### src/rtl/adder_share_arbiter_pkg.sv
// Shared types and defaults for the round-robin shared-adder block.
package adder_share_arbiter_pkg;

   localparam int DEF_N = 32;
   localparam int DEF_R = 4;

   typedef enum logic {
      ST_EMPTY = 1'b0,
      ST_FULL  = 1'b1
   } state_t;

   // A single requester still needs a one-bit ID field.
   function automatic int idw_of(input int r);
      return (r <= 1) ? 1 : $clog2(r);
   endfunction

endpackage

### src/rtl/adder_share_arbiter_ripple_adder.sv
// N-bit ripple-carry adder without carry-in; purely combinational.
module Ripple_Adder #(
   parameter int N = 32
) (
   input  logic [N-1:0] a_i,
   input  logic [N-1:0] b_i,
   output logic [N-1:0] s_o,
   output logic         cout_o
);

   logic c;

   always_comb begin
      s_o = '0;
      c   = 1'b0;
      for (int i = 0; i < N; i++) begin
         s_o[i] = a_i[i] ^ b_i[i] ^ c;
         c      = (a_i[i] & b_i[i]) | (c & (a_i[i] ^ b_i[i]));
      end
      cout_o = c;
   end

endmodule

### src/rtl/adder_share_arbiter_rr_arbiter.sv
// Round-robin picker: first asserted request at or after ptr_i, wrapping; zero latency.
// en_i low suppresses the grant, so the caller owns all backpressure.
module rr_arbiter
   import adder_share_arbiter_pkg::*;
#(
   parameter int  R   = DEF_R,
   localparam int IDW = idw_of(R)
) (
   input  logic [R-1:0]   req_i,
   input  logic [IDW-1:0] ptr_i,
   input  logic           en_i,
   output logic [R-1:0]   gnt_o,
   output logic [IDW-1:0] idx_o
);

   logic [IDW-1:0] kk;
   logic           found;

   always_comb begin
      gnt_o = '0;
      idx_o = '0;
      kk    = '0;
      found = 1'b0;
      for (int off = 0; off < R; off++) begin
         kk = IDW'((int'(ptr_i) + off) % R);
         if (en_i && !found && req_i[kk]) begin
            found     = 1'b1;
            gnt_o[kk] = 1'b1;
            idx_o     = kk;
         end
      end
   end

endmodule

### src/rtl/adder_share_arbiter.sv
// One adder shared by R requesters via round-robin; result lands in a one-entry register 1 cycle after grant.
// Grants only when the register is empty or being drained this cycle, so a stalled consumer freezes all grants.
module adder_share_arbiter
   import adder_share_arbiter_pkg::*;
#(
   parameter int  N   = DEF_N,
   parameter int  R   = DEF_R,
   localparam int IDW = idw_of(R)
) (
   input  logic           i_CLK,
   input  logic           i_RST_n,
   input  logic [R-1:0]   i_req,
   input  logic [R*N-1:0] i_A,
   input  logic [R*N-1:0] i_B,
   output logic [R-1:0]   o_gnt,
   output logic           o_valid,
   input  logic           i_ready,
   output logic [N-1:0]   o_S,
   output logic           o_ovfl,
   output logic [IDW-1:0] o_id
);

   state_t         state_q, state_d;
   logic [IDW-1:0] p_q, p_d;
   logic [IDW-1:0] id_q, id_d;
   logic [N-1:0]   s_q, s_d;
   logic           ovfl_q, ovfl_d;

   logic [IDW-1:0] win_idx;
   logic [N-1:0]   op_a, op_b, sum;
   logic           acc, sum_ovfl, carry_unused;

   // Reset gates the accept so no grant escapes while the block is held in reset.
   assign acc = (|i_req) && ((state_q == ST_EMPTY) || i_ready) && i_RST_n;

   rr_arbiter #(.R(R)) u_arb (
      .req_i (i_req),
      .ptr_i (p_q),
      .en_i  (acc),
      .gnt_o (o_gnt),
      .idx_o (win_idx)
   );

   assign op_a = i_A[int'(win_idx)*N +: N];
   assign op_b = i_B[int'(win_idx)*N +: N];

   Ripple_Adder #(.N(N)) u_add (
      .a_i    (op_a),
      .b_i    (op_b),
      .s_o    (sum),
      .cout_o (carry_unused)
   );

   assign sum_ovfl = (op_a[N-1] & op_b[N-1] & ~sum[N-1]) |
                     (~op_a[N-1] & ~op_b[N-1] & sum[N-1]);

   always_comb begin
      state_d = state_q;
      p_d     = p_q;
      s_d     = s_q;
      ovfl_d  = ovfl_q;
      id_d    = id_q;
      if (acc) begin
         state_d = ST_FULL;
         s_d     = sum;
         ovfl_d  = sum_ovfl;
         id_d    = win_idx;
         p_d     = IDW'((int'(win_idx) + 1) % R);
      end else if ((state_q == ST_FULL) && i_ready) begin
         state_d = ST_EMPTY;
      end
   end

   always_ff @(posedge i_CLK or negedge i_RST_n) begin
      if (!i_RST_n) begin
         state_q <= ST_EMPTY;
         p_q     <= '0;
         s_q     <= '0;
         ovfl_q  <= 1'b0;
         id_q    <= '0;
      end else begin
         state_q <= state_d;
         p_q     <= p_d;
         s_q     <= s_d;
         ovfl_q  <= ovfl_d;
         id_q    <= id_d;
      end
   end

   assign o_valid = (state_q == ST_FULL);
   assign o_S     = s_q;
   assign o_ovfl  = ovfl_q;
   assign o_id    = id_q;

endmodule

### config.mk
export PLATFORM = sky130hd
export DESIGN_NAME = adder_share_arbiter
export DESIGN_NICKNAME = d
export VERILOG_FILES = /design/src/rtl/adder_share_arbiter_pkg.sv /design/src/rtl/adder_share_arbiter_ripple_adder.sv /design/src/rtl/adder_share_arbiter_rr_arbiter.sv /design/src/rtl/adder_share_arbiter.sv
export SDC_FILE = /design/constraint.sdc
export NUM_CORES = 1
export LEC_CHECK = 0
export BUFFER_PORTS_ARGS = -buffer_cell sky130_fd_sc_hd__buf_2
export CORE_MARGIN = 5
export CORE_UTILIZATION = 35
export CTS_BUF_LIST = sky130_fd_sc_hd__clkbuf_8 sky130_fd_sc_hd__clkbuf_16
export DETAILED_ROUTE_END_ITERATION = 10
export PLACE_DENSITY_LB_ADDON = 0.15
export SYNTH_ARGS = -nofsm -noshare
export SYNTH_HDL_FRONTEND = slang
export SYNTH_HIERARCHICAL = 1
export SYNTH_SLANG_ARGS = --single-unit
### constraint.sdc
create_clock -name i_CLK -period 17.2 [get_ports i_CLK]
set_input_delay 2.58 -clock i_CLK [delete_from_list [all_inputs] [get_ports i_CLK]]
set_output_delay 2.58 -clock i_CLK [all_outputs]
set_load 0.005 [all_outputs]
Word level (Yosys, flattened, before mapping)
Cells that the tools add are included.

Register bits after elaboration: 38. Word-level logic and storage cells: 234.

Mux-type cells: 29. Bitwise gates (word level): 166. $lt $le $gt $ge: 8. Add/subtract/negate cells: 4. Reduce and logical (&&, ||, !) cells: 20. Shift operators: 2.

Operator list (count): 128-bit by 8-bit indexed part select with 32-bit output (2); 1-bit bitwise AND (65); 1-bit XOR (63); 1-bit OR (31); 4-bit two-way mux (4); 1-bit logical AND (14); 1-bit two-way mux (13); 2-bit by 3-bit less-than comparator with 1-bit output, second input constant (4); 4-bit OR (3); 1-bit binary-select mux with 2-bit select (4); 1-bit demux with 2-bit select (4); 2-bit by 1-bit >= comparator with 1-bit output, second input constant (4); 2-bit two-way mux (4); 2-bit by 1-bit adder with 2-bit output, second input constant (2); 2-bit adder, second input constant (2); 1-bit NOT (4); 4-bit OR reduction (1); 1-bit logical NOT (3); 2-bit nonzero test (1); 1-bit logical OR (1).

Depth between registers and ports, before layout
Gate-level depths: netlist of run 1.

Word-level depth: 84. Gate-level depth with buffers: 51. Gate-level depth less buffers: 46.

By module
Netlist of run 1, hierarchy kept.

Modules (own cells, without submodules): adder_share_arbiter (area each 2970.3 um^2, cells an instance 169, seq. area each 950.9 um^2, times used 1); Ripple_Adder (area each 670.6 um^2, cells an instance 42, seq. area each 0.0 um^2, times used 1); rr_arbiter (area each 636.9 um^2, cells an instance 71, seq. area each 0.0 um^2, times used 1).

Worst setup path before layout of run 1
OpenSTA, ideal clock, no wires.

Path kind: input to register. Start: input port i_ready. End: register ovfl_q, in the netlist o_ovfl. Required time: 17.118 ns. Data arrival time: 17.716 ns. Setup slack: -0.597 ns. Stages: 50. Path buffers: 4. Setup time: 0.082 ns. Cell sequence: nand2b_1 > nor2b_1 > buf_2 > buf_2 > inv_1 > nor4_4 > o21ai_2 > o22ai_1 > buf_1 > clkbuf_1 > mux4_2 > ha_1 > fa_1 > fa_1 > fa_1 > fa_1 > fa_1 > fa_1 > (+14 left out) > fa_1 > fa_1 > fa_1 > fa_1 > fa_1 > fa_1 > fa_1 > fa_1 > fa_1 > fa_1 > fa_1 > fa_1 > inv_1 > fa_1 > inv_1 > inv_1 > or3_1 > a31oi_1.

Cells in the longest elaborated chain, start to end: 83.

RTL lines: start: declaration (line adder_share_arbiter.sv:17) `input logic i_ready,`; 1-bit logical OR (*) (line adder_share_arbiter.sv:34) `assign acc = (|i_req) && ((state_q == ST_EMPTY) || i_ready) && i_RST_n;`; 1-bit logical AND (*) (2 in a row) (line adder_share_arbiter.sv:34); via acc (line adder_share_arbiter.sv:31) `logic acc, sum_ovfl, carry_unused;`; 1-bit logical AND (line adder_share_arbiter_rr_arbiter.sv:26) `if (en_i && !found && req_i[kk]) begin`; 1-bit two-way mux (line adder_share_arbiter_rr_arbiter.sv:26); 1-bit logical NOT (line adder_share_arbiter_rr_arbiter.sv:26); 1-bit logical AND (2 in a row) (line adder_share_arbiter_rr_arbiter.sv:26); 1-bit two-way mux (line adder_share_arbiter_rr_arbiter.sv:26); (+8 left out); via win_idx[1] (line adder_share_arbiter.sv:29) `logic [IDW-1:0] win_idx;`; (+1 left out); via op_b[0] (line adder_share_arbiter.sv:30) `logic [N-1:0] op_a, op_b, sum;`; (+58 left out); 1-bit OR (*) (line adder_share_arbiter_ripple_adder.sv:18) `c = (a_i[i] & b_i[i]) | (c & (a_i[i] ^ b_i[i]));`; 1-bit bitwise AND (*) (line adder_share_arbiter_ripple_adder.sv:18); 1-bit OR (*) (line adder_share_arbiter_ripple_adder.sv:18); 1-bit XOR (*) (line adder_share_arbiter_ripple_adder.sv:17) `s_o[i] = a_i[i] ^ b_i[i] ^ c;`; via sum[31] (line adder_share_arbiter.sv:30); 1-bit NOT (line adder_share_arbiter.sv:54) `assign sum_ovfl = (op_a[N-1] & op_b[N-1] & ~sum[N-1]) |`; 1-bit bitwise AND (line adder_share_arbiter.sv:54); 1-bit OR (*) (line adder_share_arbiter.sv:54); end signal: assignment (line adder_share_arbiter.sv:85) `ovfl_q <= ovfl_d;`; end: declaration (line adder_share_arbiter.sv:27) `logic ovfl_q, ovfl_d;`.

The timed path passes the listed nets; every way through them passes the cells marked *. A chain may end at the register's enable or synchronous reset.

Final worst setup path of run 1
Start: input port i_req[2]. End: register ovfl_q, in the netlist o_ovfl.

Cells in the longest elaborated chain, start to end: 83.

RTL lines: start: declaration (line adder_share_arbiter.sv:12) `input logic [R-1:0] i_req,`; 4-bit OR reduction (line adder_share_arbiter.sv:34); 1-bit logical AND (2 in a row) (line adder_share_arbiter.sv:34); 1-bit logical AND (line adder_share_arbiter_rr_arbiter.sv:26); 1-bit two-way mux (line adder_share_arbiter_rr_arbiter.sv:26); 1-bit logical NOT (line adder_share_arbiter_rr_arbiter.sv:26); 1-bit logical AND (2 in a row) (line adder_share_arbiter_rr_arbiter.sv:26); 1-bit two-way mux (line adder_share_arbiter_rr_arbiter.sv:26); 1-bit logical NOT (line adder_share_arbiter_rr_arbiter.sv:26); (+7 left out); via win_idx[0] (line adder_share_arbiter.sv:29); (+1 left out); via op_b[0] (line adder_share_arbiter.sv:30); (+58 left out); 1-bit OR (*) (line adder_share_arbiter_ripple_adder.sv:18); 1-bit bitwise AND (*) (line adder_share_arbiter_ripple_adder.sv:18); 1-bit OR (*) (line adder_share_arbiter_ripple_adder.sv:18); 1-bit XOR (*) (line adder_share_arbiter_ripple_adder.sv:17); via sum[31] (line adder_share_arbiter.sv:30); 1-bit NOT (line adder_share_arbiter.sv:54); 1-bit bitwise AND (line adder_share_arbiter.sv:54); 1-bit OR (*) (line adder_share_arbiter.sv:54).

The timed path passes the listed nets; every way through them passes the cells marked *. The select of a mux whose other input is x is not followed.

==> out/qor.csv, run 1 <==
stage,metric,value,unit
critical_path,end_kind,flop,
floorplan,rows,40,
critical_path,critPathMaxStageDelay,0.56,ns
timing,min_period,16.75,ns
floorplan,dieArea,14500,um^2
power_and_ir_drop,total_leakage_power,2.93,nW
floorplan,die_x,121,um
clock_network,clockRootBuffer,clkbuf_16,
global_route,grt_pass1_vias,4488,
floorplan,core_area,12000,um^2
cells_and_area,stdcell_count,750,
floorplan,initial_utilization,0.356,
clock_network,clockBufferDepth,2,
clock_network,clock_sinks,38,
timing,finalSetupViolCount,0,
critical_path,crit_family,adder cells,
timing,report.final.slew_viol_count,0,
job,maxCapViolCount,0,
min_path,hold_path.class,reg2reg,
detailed_routing,vias,3898,
critical_path,crit_buf_inv,6,
timing,fmax,59.7,MHz
timing,rsz0062_at_grt,false,
yosys,ys_warn_count,6,
critical_path,required,17.39,ns
timing,fin_ws,0.449,ns
yosys,netlist_instances,281,
critical_path,path_max_fanout,7,
global_route,grt_pass1_wl,23600,um
placed_design,placed_cell_area,6100,um^2
timing,fin_crit_sh,0.974,
critical_path,cp.arrival,16.94,ns
timing,worst_pin_slew,0.530,ns
global_route,track_usage,0.211,
cells_and_area,post-route-cell-area,6320,um^2
critical_path,cpMostUsedCell,fa_1,
global_route,antenna_found_initial,4,
placed_design,dpl.cell_count,737,
cells_and_area,syn_to_final_growth,47.9,%
run_status,outcome,finished clean,
clock_network,clk_pin_slew,0.06,ns
timing,finalHoldViolCount,0,
yosys,synth_nets,584,
detailed_routing,vias_per_cell,5.20,
power_and_ir_drop,vdd_drop_max,0.0409,mV
floorplan,die_h,121,um
global_route,grt_overflow_total,0,
detailed_routing,ant_nets,0,
power_and_ir_drop,power.total,0.000817,W
cells_and_area,final_nets,906,
cells_and_area,final_util,0.526,
clock_network,cts_tree,done,
placed_design,post-place-ws,-0.370,ns
detailed_routing,drtPass1Iterations,4,
timing,slew_headroom,0.647,
critical_path,critPathKind,in2reg,
global_route,grt.busiest_layer,met2,
yosys,syn_avg_cell_area,15.2,um^2
detailed_routing,postRouteWirelength,15400,um
cells_and_area,antenna_cells,0,
floorplan,io_pins,303,
global_route,grt_use_met1,0.233,
placed_design,gp_congestion,0.841,
placed_design,dp_hpwl,13500,um
yosys,syn_area,4270,um^2
clock_network,htreeDepth,2,
global_route,grt_util_met2,0.394,
global_route,grt_max_degree,41,
critical_path,slowest_stage,mux4_2,
detailed_routing,drtIter0Drc,106,
critical_path,startpoint_type,input pin,
detailed_routing,detail_route.drc_violations,0,
detailed_routing,wl_per_cell,20.5,um
timing,clock_skew,0.00792,ns
clock_network,clk-insertion-delay-late,0.27,ns
clock_network,cts_hold_repair.buffers,0,
cells_and_area,drive_gt1_frac,0.784,
power_and_ir_drop,powerDensity,129,nW/um^2
placed_design,io_buffers,302,
global_route,met3_usage,0.0617,
clock_network,cts_made_buffers,5,
## power breakdown
group          internal, W  switching, W
sequential        0.000136     0.0000250
combinational     0.000310      0.000260
clock            0.0000523     0.0000340
total             0.000498      0.000319
## layout by cell type (no fill, tap or decap), drive strengths merged, types with 4 or more instances in the layout
master and count:
mux4 68, o21a 4, mux2 39, nand2 10, inv 19, ha 9, fa 31, dfrtp 38
clkbuf 5, o211ai 5, buf 338, o221ai 4
## timing repair
| item | 4_1_cts | 5_1_grt |
|---|---|---|
| setup buffers | 4 | 2 |
| pin swaps | 2 | 2 |
| hold endpoints to repair | 0 | 0 |
| gates resized for setup | 3 | 10 |
| endpoints found under the setup margin | 1 | 2 |
## stage by stage
stage	TNS [ns]	hold slack, ns
floorplan	0	0.502
global placement	-0.250	0.488
detailed placement	-0.370	0.491
CTS	0	0.504
global route	0	0.518
finish	0	0.501
## sequential cells by signal, summed over array words and instances (netlist names)
register,cells
o_valid,1
o_id,2
p_q,2
o_ovfl,1
o_S,32
## worst paths after layout
check	from	to	slack [ns]	depth (start not counted)
max in group asynchronous	i_RST_n	p_q[1]	14.36	2
hold / removal	o_S[23]	o_S[23]	0.50	1
setup reg to reg	p_q[1]	o_ovfl	1.42	46
setup / recovery	i_req[2]	o_ovfl	0.45	45
hold reg to reg	o_S[23]	o_S[23]	0.50	1
min in group asynchronous	i_RST_n	o_S[30]	2.47	2
## per-layer routing
layer	vias up	wire, um
met5	-	46
met4	8	336
met3	30	1120
met2	171	8430
met1	1929	5430
li1	1760	-
## cell type report
class                   count  area [um^2]
flip-flops and latches     38          951
multi-input cells         201         3190
inverters                  19         75.1
clock inverters             2         11.3
fillers                  1087         5690
clock buffers               5          125
repair buffers            338         1780
well taps                 147          184
Power figures use the tool's default switching activity.
==> inputs of run 2 (changes only) <==
SYNTH_HIERARCHICAL = not set   (was 1)
==> run 2 against run 1 <==
Effect of this change: hold slack got worse by 0.030 ns; non-clock buffer count fell by 20; setup slack improved by 0.12 ns; critical path type unchanged.
==> out/qor.csv, run 2 <==
stage,metric,value,unit
clock_network,cts_made_buffers,5,
detailed_routing,vias,4394,
global_route,track_usage,0.186,
cells_and_area,final_util,0.490,
cells_and_area,layout_common_cells,"buf_2 (301), mux2i_1 (136), mux2_2 (62), nand2_1 (39), dfrtp_1 (38)",
yosys,syn_area,4730,um^2
yosys,synth_common_cells,"mux2i_1 (136), mux2_2 (62), nand2_1 (39)",
global_route,grt_pass1_wl,23900,um
detailed_routing,vias_per_cell,4.83,
yosys,postSynth.asyncResetShare,1.00,
clock_network,clock_sinks,38,
floorplan,dieArea,15900,um^2
yosys,ys_warn_count,0,
timing,clock_skew,0.00876,ns
yosys,netlist_instances,445,
cells_and_area,final_nets,1034,
yosys,post-synth-top-count-cell,mux2i_1,
cells_and_area,largest_reg_flops,32,
clock_network,clk_pin_slew,0.05,ns
clock_network,clockBufferDepth,2,
critical_path,cpMostUsedCell,fa_1,
placed_design,dp_hpwl,13100,um
yosys,yosys-top-cells-area,"mux2i_1 (29%), dfrtp_1 (20%), mux2_2 (15%)",
placed_design,io_buffers,302,
critical_path,crit_buf_inv,5,
timing,fin_crit_sh,0.967,
timing,rsz0062_at_grt,false,
power_and_ir_drop,total_leakage_power,3.09,nW
yosys,synth_top_area_cell,mux2i_1,
critical_path,crit_family,adder cells,
timing,worst_pin_slew,0.669,ns
detailed_routing,drtIter0Drc,182,
detailed_routing,ant_nets,0,
yosys,synth_cell_types,43,
timing,finalHoldViolCount,0,
cells_and_area,n_fill_cell,1277,
power_and_ir_drop,vdd_drop_max,0.0553,mV
detailed_routing,postRouteWirelength,15300,um
yosys,synth-seq-cells,38,
critical_path,end_kind,flop,
placed_design,gp_congestion,0.842,
floorplan,io_pins,303,
clock_network,clockRootBuffer,clkbuf_16,
yosys,ys.flop_type,dfrtp_1,
timing,finalSetupViolCount,0,
clock_network,clk-insertion-delay-late,0.28,ns
cells_and_area,final_common_cell,buf_2,
job,maxCapViolCount,0,
cells_and_area,syn_to_final_growth,37.2,%
floorplan,die_h,126,um
critical_path,required,17.33,ns
min_path,hold_path.class,reg2reg,
global_route,grt_max_degree,74,
global_route,grt_overflow_total,0,
detailed_routing,drtPass1Iterations,4,
critical_path,critPathMaxStageDelay,0.48,ns
critical_path,startpoint_type,input pin,
yosys,synth_nets,745,
critical_path,critPathKind,in2reg,
yosys,synth_edf_count,0,
critical_path,cp.arrival,16.76,ns
floorplan,die_x,126,um
clock_network,htreeDepth,2,
cells_and_area,antenna_cells,0,
timing,fin_ws,0.569,ns
detailed_routing,detail_route.drc_violations,0,
timing,report.final.slew_viol_count,0,
global_route,grt_pass1_vias,4775,
placed_design,post-place-ws,-0.115,ns
yosys,synth-seq-area-share,0.201,
power_and_ir_drop,powerDensity,124,nW/um^2
timing,fmax,60.1,MHz
yosys,syn_avg_cell_area,10.6,um^2
detailed_routing,wl_per_cell,16.8,um
critical_path,slowest_stage,fa_1,
global_route,antenna_found_initial,0,
timing,min_period,16.63,ns
floorplan,initial_utilization,0.357,
cells_and_area,drive_gt1_frac,0.546,
critical_path,path_max_fanout,10,
timing,slew_headroom,0.550,
floorplan,core_area,13200,um^2
floorplan,rows,42,
clock_network,cts_tree,done,
run_status,outcome,finished clean,
yosys,yosysTopAreaCellShare,0.288,
-- run 2: per-stage QoR --
| step | instances | instance area (um^2) | hold slack, ns | power (W) | setup TNS (ns) |
|---|---|---|---|---|---|
| finish | 910 | 6490 | 0.471 | 0.000803 | 0 |
| global route | 910 | 6490 | 0.500 | 0.000893 | 0 |
| CTS | 906 | 6420 | 0.473 | 0.000804 | 0 |
| detailed placement | 899 | 6290 | 0.460 | 0.000715 | -0.115 |
| global placement | 899 | 6290 | 0.461 | 0.000700 | 0 |
| floorplan | 445 | 4730 | 0.469 | 0.000558 | 0 |
-- run 2: worst register-to-register path, delay by kind of cell (launching register included) --
family | cells | cell delay [ns]
fa+ha+maj | 32 | 12.61
compound gates | 4 | 0.93
flops | 1 | 0.66
buf+inv | 5 | 0.61
mux | 3 | 0.44
xor+xnor | 1 | 0.17
simple gates | 1 | 0.07
-- run 2: layout make-up --
class	instances	area [um^2]	share of cell area
clock buffer	5	125	0.0193
clock inverter	2	10.0	0.00154
inverter	7	26.3	0.00405
multi-input combinational	364	3520	0.543
sequential	38	951	0.146
tap	176	220	0.0339
timing repair buffer	318	1630	0.252
-- run 2: power breakdown --
group / switching [W] / internal, W
Combinational: 0.000275 / 0.000279
Sequential: 0.0000288 / 0.000133
Clock: 0.0000345 / 0.0000523
Total: 0.000338 / 0.000464
-- run 2: kinds of logic after synthesis --
| family | Yosys count | share of synthesized area |
|---|---|---|
| mux | 199 | 0.440 |
| compound gates | 65 | 0.0889 |
| simple gates | 61 | 0.0571 |
| buf+inv | 43 | 0.0637 |
| flops | 38 | 0.201 |
| fa+ha+maj | 37 | 0.145 |
| xor+xnor | 2 | 0.00370 |
-- run 2: worst paths after layout --
path	start	depth (start not counted)	end	slack, ns
setup / recovery	i_req[0]	45	o_ovfl	0.57
hold / removal	o_id[1]	1	o_id[1]	0.47
setup reg to reg	p_q[0]	46	o_ovfl	1.61
hold reg to reg	o_id[1]	1	o_id[1]	0.47
max in group asynchronous	i_RST_n	2	p_q[1]	14.42
min in group asynchronous	i_RST_n	2	o_S[0]	2.41
-- run 2: per-layer routing --
layer,up-vias,track usage,part of all wire
li1,2193,-,-
met1,1999,0.223,0.39
met2,183,0.339,0.52
met3,19,0.0432,0.069
met4,0,0.0372,0.016
met5,-,0,0
-- run 2: repair_timing --
item                                    4_1_cts  5_1_grt
resized for setup                             0        9
endpoints found under the setup margin        0        3
setup buffers                                 0        4
hold buffers                                  0        0
==> inputs of run 3 (changes only) <==
clock period = 21.1 ns   (was 17.2 ns; I/O delays follow)
==> run 3 against run 2 <==
Effect of this change: wire length decreased by 2.4%; critical path depth down 1; sequential power decreased by 17%; clock power shrank 13%; first-iteration DRC count decreased by 8.8%; flip-flop and latch count stayed put; critical path type unchanged; utilization down 0.68 points; critical endpoint unchanged.
==> out/qor.csv, run 3 (synthesis gave the netlist of run 2 again) <==
stage,metric,value,unit
run_status,outcome,finished clean,
timing,report.final.slew_viol_count,0,
power_and_ir_drop,total_leakage_power,3.05,nW
clock_network,clockRootBuffer,clkbuf_16,
placed_design,dpl.cell_count,892,
detailed_routing,drtPass1Iterations,4,
job,maxCapViolCount,0,
global_route,grt_max_degree,89,
min_path,hold_path.class,reg2reg,
timing,clock_skew,0.00887,ns
cells_and_area,n_fill_cell,1360,
timing,worst_pin_slew,0.659,ns
critical_path,cp.arrival,18.78,ns
timing,min_period,18.64,ns
detailed_routing,wl_per_cell,16.5,um
timing,slew_headroom,0.561,
critical_path,crit_family,adder cells,
critical_path,startpoint_type,input pin,
global_route,grt_pass1_wl,23500,um
cells_and_area,seqCellArea,951,um^2
floorplan,dieArea,15900,um^2
clock_network,htreeDepth,2,
cells_and_area,final_common_cell,buf_2,
floorplan,core_area,13200,um^2
cells_and_area,drive_gt1_frac,0.530,
placed_design,gp_congestion,0.834,
cells_and_area,multiInputGateArea,3490,um^2
critical_path,required,21.24,ns
cells_and_area,antenna_cells,0,
power_and_ir_drop,vdd_drop_max,0.0390,mV
critical_path,critPathKind,in2reg,
cells_and_area,stdcell_count,900,
timing,fmax,53.6,MHz
timing,finalHoldViolCount,0,
min_path,hold_start,o_S[23],
cells_and_area,largest_reg_flops,32,
global_route,track_usage,0.181,
power_and_ir_drop,powerDensity,101,nW/um^2
floorplan,die_x,126,um
detailed_routing,vias_per_cell,4.82,
critical_path,path_max_fanout,88,
cells_and_area,layout_common_cells,"buf_2 (302), mux2i_1 (136), mux2_2 (62), nand2_1 (39), dfrtp_1 (38)",
critical_path,rr_startpoint,p_q[0],
clock_network,cts_tree,done,
floorplan,die_h,126,um
critical_path,crit_buf_inv,6,
critical_path,slowest_stage,nor2_4,
global_route,grt_overflow_total,0,
cells_and_area,final_nets,1023,
placed_design,io_buffers,302,
critical_path,end_kind,flop,
floorplan,rows,42,
detailed_routing,drtIter0Drc,166,
global_route,grt_pass1_vias,4751,
timing,rsz0062_at_grt,false,
clock_network,clk-insertion-delay-late,0.28,ns
clock_network,cts_hold_repair.buffers,0,
timing,fin_crit_sh,0.883,
detailed_routing,postRouteWirelength,14900,um
clock_network,cts_made_buffers,5,
cells_and_area,final_util,0.483,
clock_network,cts_setup_buffers,0,
critical_path,cp-startpoint,i_RST_n,
critical_path,cpMostUsedCell,fa_1,
placed_design,dp_hpwl,12600,um
detailed_routing,ant_nets,0,
clock_network,clockBufferDepth,2,
floorplan,initial_utilization,0.357,
global_route,antenna_found_initial,0,
timing,finalSetupViolCount,0,
clock_network,clock_sinks,38,
critical_path,critPathMaxStageDelay,0.49,ns
clock_network,clk_pin_slew,0.06,ns
detailed_routing,detail_route.drc_violations,0,
detailed_routing,vias,4342,
timing,fin_setup_tns,0,ns
floorplan,io_pins,303,
clock_network,cts-resized-gates,0,
cells_and_area,syn_to_final_growth,35.3,%
run 3: routing by layer:
layer  track usage  wire length (um)  vias up
met5             0                 0        -
met4        0.0360               168        0
met3        0.0373               885       11
met2         0.344              8010      166
met1         0.210              5820     1998
li1              -                 -     2167
run 3: metrics by stage:
| stage | total power, W | instance area [um^2] | hold slack [ns] | setup slack [ns] |
|---|---|---|---|---|
| 2_1_floorplan | 0.000455 | 4730 | 0.469 | 3.89 |
| 3_3_place_gp | 0.000569 | 6250 | 0.459 | 2.23 |
| 3_5_place_dp | 0.000582 | 6250 | 0.465 | 1.96 |
| 4_1_cts | 0.000661 | 6400 | 0.480 | 2.23 |
| 5_1_grt | 0.000714 | 6400 | 0.495 | 1.71 |
| 6_report | 0.000646 | 6400 | 0.474 | 2.46 |
run 3: final cells by class:
cell class / count / share of cell area
Tap cell: 176 / 0.0344
Sequential cell: 38 / 0.149
Timing Repair Buffer: 307 / 0.244
Multi-Input combinational cell: 364 / 0.545
Clock buffer: 6 / 0.0217
Inverter: 7 / 0.00410
Clock inverter: 2 / 0.00195
run 3: final timing paths:
| check | end | slack (ns) | cells after the start |
|---|---|---|---|
| max | o_ovfl | 2.46 | 44 |
| min | o_S[23] | 0.47 | 2 |
| max reg2reg | o_ovfl | 4.68 | 44 |
| min reg2reg | o_S[23] | 0.47 | 2 |
| max in group asynchronous | o_S[22] | 17.80 | 2 |
| min in group asynchronous | o_S[2] | 2.95 | 2 |
run 3: worst reg2reg max path, delay by kind of cell (launching register included):
family / cells / cell delay, ns
buffers and inverters: 4 / 0.91
xor gates and xnor gates: 1 / 0.21
DFF: 1 / 0.69
muxes: 3 / 0.72
adders and majority gates: 31 / 12.79
and+or+nand+nor: 1 / 0.41
AOI/OAI and AO/OA: 4 / 0.54
run 3: power breakdown:
part | leakage [nW] | switching (W) | internal [W] | total (W)
clock | 0.0729 | 0.0000291 | 0.0000468 | 0.0000759
sequential | 0.466 | 0.0000264 | 0.000108 | 0.000134
combinational | 2.51 | 0.000218 | 0.000218 | 0.000436
